<file path="src/rtl/rr_arbiter.sv">
// rr_arbiter: N-way request arbiter with registered one-hot grant, binary index and valid.
// Round-robin (rotating pointer) or MSB-first fixed priority, with an optional per-grant hold limit.
`default_nettype none

module rr_arbiter #(
  parameter int N         = 8,
  parameter int PRIO_MODE = 0,
  parameter int MAX_HOLD  = 4,
  localparam int W        = $clog2(N)
) (
  input  logic         clk,
  input  logic         rst,
  input  logic [N-1:0] req,
  output logic [N-1:0] grant,
  output logic [W-1:0] grant_idx,
  output logic         valid
);

  localparam int CW = (MAX_HOLD > 1) ? $clog2(MAX_HOLD) : 1;
  localparam logic [CW-1:0] HOLD_LAST = (MAX_HOLD > 1) ? CW'(MAX_HOLD - 1) : '0;

  typedef enum logic [0:0] {
    IDLE  = 1'b0,
    GRANT = 1'b1
  } state_t;

  state_t        state;
  logic [W-1:0]  ptr;
  logic [CW-1:0] cnt;

  logic [W-1:0]  next_ptr;
  logic [W-1:0]  arb_ptr;
  logic [W-1:0]  win;
  logic [N-1:0]  win_oh;
  logic          found;
  logic          release_now;

  // While granting, arbitration only matters on release, where the pointer
  // has already moved past the current holder.
  always_comb begin : p_arb
    int scan;
    scan        = 0;
    next_ptr    = (grant_idx == W'(N - 1)) ? '0 : grant_idx + W'(1);
    arb_ptr     = (state == GRANT) ? next_ptr : ptr;
    release_now = !req[grant_idx] || ((MAX_HOLD != 0) && (cnt == HOLD_LAST));
    found       = 1'b0;
    win         = '0;
    if (PRIO_MODE != 0) begin
      for (int i = 0; i < N; i++) begin
        if (req[i]) begin
          found = 1'b1;
          win   = W'(i);
        end
      end
    end else begin
      for (int off = 0; off < N; off++) begin
        scan = int'(arb_ptr) + off;
        if (scan >= N) scan = scan - N;
        if (!found && req[scan]) begin
          found = 1'b1;
          win   = W'(scan);
        end
      end
    end
    win_oh      = '0;
    win_oh[win] = 1'b1;
  end

  always_ff @(posedge clk) begin
    if (rst) begin
      state     <= IDLE;
      grant     <= '0;
      grant_idx <= '0;
      valid     <= 1'b0;
      ptr       <= '0;
      cnt       <= '0;
    end else begin
      case (state)
        IDLE: begin
          if (found) begin
            grant     <= win_oh;
            grant_idx <= win;
            valid     <= 1'b1;
            cnt       <= '0;
            state     <= GRANT;
          end
        end
        GRANT: begin
          if (release_now) begin
            if (PRIO_MODE == 0) ptr <= next_ptr;
            cnt <= '0;
            if (found) begin
              grant     <= win_oh;
              grant_idx <= win;
              valid     <= 1'b1;
            end else begin
              grant     <= '0;
              grant_idx <= '0;
              valid     <= 1'b0;
              state     <= IDLE;
            end
          end else if ((MAX_HOLD != 0) && (cnt != HOLD_LAST)) begin
            cnt <= cnt + CW'(1);
          end
        end
        default: state <= IDLE;
      endcase
    end
  end

endmodule

`default_nettype wire
</file>
<file path="config.mk">
export PLATFORM = sky130hd
export DESIGN_NAME = rr_arbiter
export DESIGN_NICKNAME = d
export VERILOG_FILES = /design/src/rtl/rr_arbiter.sv
export SDC_FILE = /design/constraint.sdc
export NUM_CORES = 1
export LEC_CHECK = 0
export CAP_MARGIN = 20
export CORE_MARGIN = 8
export CORE_UTILIZATION = 57
export CTS_CLUSTER_SIZE = 40
export DETAILED_ROUTE_END_ITERATION = 7
export PLACE_DENSITY = 0.81
export SLEW_MARGIN = 15
export SYNTH_ARGS = -nofsm -noshare
export SYNTH_HDL_FRONTEND = slang
export SYNTH_SLANG_ARGS = --single-unit
</file>
<file path="constraint.sdc">
create_clock -name clk -period 4.7 [get_ports clk]
set_clock_uncertainty 0.05 [all_clocks]
set_input_delay 0.94 -clock clk [delete_from_list [all_inputs] [get_ports clk]]
set_output_delay 0.94 -clock clk [all_outputs]
set_load 0.05 [all_outputs]
</file>
After elaboration in Yosys (flattened, before gate mapping) --
Cells that the tools add are included.
Storage, ports and cells: bits in registers 18, input bits 10, output and inout bits 12, logic and storage cells 141
Cells by class: add/sub/neg operators 17, $lt $le $gt $ge 19, equality and inequality tests 6, mux-type cells 72, bitwise operators 1, reduce and logical (&&, ||, !) cells 20
Operators with widths (count):
- less-than comparator 32 x 5 -> 1 bit (second input constant) | 8
- two-way mux 32 bit | 8
- two-way mux 3 bit | 13
- subtractor 4 x 4 -> 5 bit (second input constant) | 7
- two-way mux 1 bit | 30
- greater-or-equal comparator 4 bit (second input constant) | 7
- binary-select mux 1 bit (select 3 bit) | 9
- two-way mux 8 bit | 3
- adder 3 x 3 -> 4 bit (second input constant) | 4
- case mux 8 bit (2 select lines) | 1
- adder 3 x 2 -> 4 bit (second input constant) | 2
- logical AND 1 bit | 8
- zero test 1 bit | 8
- less-than comparator 3 x 4 -> 1 bit (second input constant) | 2
- two-way mux 2 bit | 3
- case mux 3 bit (2 select lines) | 1
- AND reduction 2 bit | 3
- subtractor 3 x 4 -> 5 bit (second input constant) | 1
- adder 3 x 1 -> 4 bit (second input constant) | 1
- greater-or-equal comparator 3 x 4 -> 1 bit (second input constant) | 1
- inequality test 2 bit (second input constant) | 2
- case mux 1 bit (2 select lines) | 2
- case mux 2 bit (2 select lines) | 1
- adder 3 x 1 -> 3 bit (second input constant) | 1
- 9 further kinds | 9

Longest topological paths before layout --
word-level depth 37, depth in mapped cells 14, mapped depth without buffers 14

Worst setup path after synthesis --
No wires, ideal clock.
path kind register to register, from register grant_idx[0], to register grant[6], setup time 0.117 ns, data arrival time 4.093 ns, required time 4.533 ns, path slack 0.440 ns, stages on the path, launching flop included 15, buffers on the path 2, clock period less this slack 4.260 ns, cell sequence dfxtp_1 > ha_1 > ha_1 > nor3b_2 > nor2_8 > buf_1 > ha_1 > xor2_1 > mux4_2 > buf_2 > o21ai_0 > o2bb2ai_1 > a211oi_1 > or2_2 > a32o_1
On the way: word-level cells in the longest chain between the ends 37, elaborated cells on any way between the ends 105, classes of those cells add/sub (16); order compare (10); eq/ne (3); mux (58); reduce/logical (18)
Ends and longest elaborated chain:
- start: declaration | line 15 | output logic [W-1:0] grant_idx,
- start signal: assignment | line 82 | grant_idx <= win;
- start signal: assignment | line 94 | grant_idx <= win;
- branches (longest 37 deep; another with subtractor 4 x 4 -> 5 bit)
- end signal: assignment | line 81 | grant <= win_oh;
- end signal: assignment | line 93 | grant <= win_oh;
- end: declaration | line 14 | output logic [N-1:0] grant,
Several ways; the timed one is not identified. The select of a mux whose other input is x is not followed. A chain may end at the register's enable or synchronous reset.

Final worst setup path --
from register grant_idx[0], to register grant[7]
Same word-level chain as after synthesis.

==> results.txt <==
Status -> finished, final reports clean
Post-synth ARST share -> 0%
Static leakage -> 0.8725 nW
Synth Flop Type -> dfxtp_1
Final worst setup slack -> 350.1 ps
Layout cells sized above 1 -> 16.82%
Vias in the first global route -> 1,780
Clk slew on worst S/H paths -> 100 ps
RSZ-0062 raised after global routing -> no
Worst-Margin Slew -> 549.1 ps
Top Layer Used -> met4
Relative slew slack -> 62.61%
Critical Path AT -> 4500 ps
Worst-path fanout max -> 18
Port Buffer Count -> 21
Detailed Routing Iterations Pass 1 -> 6
Worst r2r dst -> grant[7]
Hold/Removal Path Class -> flop to flop
Placed Cells -> 262
Final Non-Filler Cells -> 266
Post-Layout Inst Area -> 0.002202 mm2
Layout area overhead -> 13.92%
Critical Path End -> grant[7]
Slew Viols, Final -> 0
CTS buffer count -> 3
Worst R2R Path Depth -> 12
Setup violators final -> 0
Worst-Skew Late Latency -> 290 ps
Synthesized Nets -> 219
Number of I/O pins -> 22
EDFF count, synth -> 0
Grt ovf -> 0
# resized after CTS -> 0
Core area -> 0.003284 mm2
Hold path cells -> 1
Clk root buf -> clkbuf_4
Final ANT Viol Nets -> 0
Cell taking the most area after synthesis -> dfxtp_1
Finished Core Util -> 67.05%
Crit path time final -> 4350 ps
Antenna violations before repair -> 0
Cells after synthesis -> 204
Clk pwr share -> 6.1%
Initial Util -> 58.86%
Max clock buf depth -> 2
Hold buffer count at CTS -> 0
DP Worst Slack -> 415.4 ps
Most common cell in the netlist -> mux2i_1
Critical path class -> flop to flop
Met2 wire length -> 2.444 mm
Share of the synthesized area in the top cell type -> 18.64%
Reg power frac -> 15.2%
# rows -> 21
Metal-1 WL -> 1.890 mm
Peak supply drop -> 0.0002978 V
GRT Total Usage -> 18.91%
CTS tree -> done
TNS Setup -> 0 ps
Logic pwr share -> 78.8%
WL/cell -> 18.18 um
Vias -> 1,804
Largest net degree at the start of global routing -> 19
Hold Fails Final Rpt -> 0
Placed wire-length estimate -> 3.810 mm
Max Cap Viol -> 0
Met3 WL -> 347 um
Mapped Area -> 0.001933 mm2
Seq/Total Area, Yosys -> 18.64%
Synth warnings -> 0
Postcts setup bufs -> 0
Residual DRC count -> 0
Flop2flop setup slack -> 350 ps
Total clock sinks -> 18
Drt via density -> 6.782
Worst setup SP type -> flop
Crit end category -> flop
Period utilization -> 92.55%
Setup crit start -> grant_idx[0]
Reg2Reg Launch Point -> grant_idx[0]
Die ar. -> 0.005511 mm2
Routability Congestion -> 0.9086
Die Ht -> 74.24 um
Number of DRC markers in iteration 0 -> 160
Fin nets -> 236
Max Freq -> 229.9 MHz
Die width -> 74.24 um
Switch Pwr -> 0.8004 mW
Antenna diodes -> 0
Syn Area/Cell -> 9.476 um2
Worst EP required -> 4850 ps
FF+latch count, synth -> 18
Power Density -> 700.9 mW/mm2
Main area contributors after synthesis -> dfxtp_1 (19%), mux4_2 (16%), mux2i_1 (12%), a32o_1 (4.1%), nor2_1 (3.3%)
Area after DPL -> 0.002166 mm2
Internal -> 0.7430 mW
Total routed wirelength -> 4.837 mm
Switching share of power -> 51.86%
H-tree depth -> 1
First-pass GRT wire length -> 8.335 mm
Synth unique cells -> 57
Top cells by count, synth -> mux2i_1 (23), dfxtp_1 (18), nor2_1 (17), nand2_1 (15), mux4_2 (14)
cell families (layout without fill, tap and decap cells):
| logic type | after synthesis | count (layout) | share of synthesized area (%) |
|---|---|---|---|
| buf+inv | 21 | 37 | 4.660 |
| flops | 18 | 18 | 18.64 |
| mux | 42 | 42 | 33.85 |
| compound gates | 55 | 55 | 21.30 |
| xor+xnor | 3 | 3 | 1.748 |
| fa+ha+maj | 5 | 5 | 3.236 |
| simple gates | 60 | 60 | 16.57 |
worst min path at each step:
stage	end	start	slack, ps
6_report	grant[0]	grant[0]	420
2_1_floorplan	ptr[0]	ptr[0]	400
3_3_place_gp	valid	valid	400
3_5_place_dp	grant[0]	grant[0]	400
5_1_grt	grant[0]	grant[0]	440
4_1_cts	grant[0]	grant[0]	430
layout make-up:
cell class                      instances  area, um2
Clock buffer                            4      36.28
Fill cell                             274       1082
Inverter                               10      40.04
Multi-Input combinational cell        165       1483
Sequential cell                        18      360.3
Tap cell                               46      57.56
Timing Repair Buffer                   23      225.2
cells in the final DEF, fill, tap and decap left out, drive strengths merged, types with 2 or more instances in the layout:
cell type       n
mux2i          25
clkdlybuf4s50  21
dfxtp          18
nor2           18
mux4           16
nand2          15
a21oi          11
o21ai          10
inv            10
nand3           8
a32o            8
ha              5
clkbuf          4
o211ai          3
nand4           3
a22o            3
and3            3
a22oi           3
o31ai           2
o2bb2ai         2
or2             2
nor3            2
or3             2
buf             2
nor2b           2
xnor2           2
a21boi          2
per-layer routing:
layer  vias to the layer above  track usage [%]
met3                        13            2.830
li1                        837                -
met4                         0            10.87
met1                       879            21.21
met2                        75            33.20
met5                         -                0
flip-flops by register name, summed over array words and instances (netlist names):
name	cells
valid	1
grant_idx	3
ptr	3
grant	8
state	1
cnt	2
critical path, stage by stage (launching register included):
cell	delay, ps
dfxtp_1	420
ha_1	250
ha_1	220
nor3b_2	400
nor2_8	170
ha_1	270
xor2_1	470
mux4_2	710
a2111oi_0	450
nor2_1	100
nor3_1	360
nor2_1	120
a32o_1	250
stage by stage:
stage | power, mW | hold WS (ps)
after CTS | 1.542 | 428.0
after detailed placement | 1.447 | 404.6
after global placement | 1.412 | 400.8
after global routing | 1.662 | 441.8
after floorplan | 1.197 | 395.0
final | 1.543 | 423.4
power groups by stage:
stage,Sequential [mW],Clock (mW),Combinational [mW]
3_5_place_dp,0.239,0,1.21
5_1_grt,0.242,0.102,1.32
2_1_floorplan,0.331,0,0.866
4_1_cts,0.235,0.0959,1.21
3_3_place_gp,0.236,0,1.18
6_report,0.234,0.0935,1.22
Power figures use the tool's default switching activity.
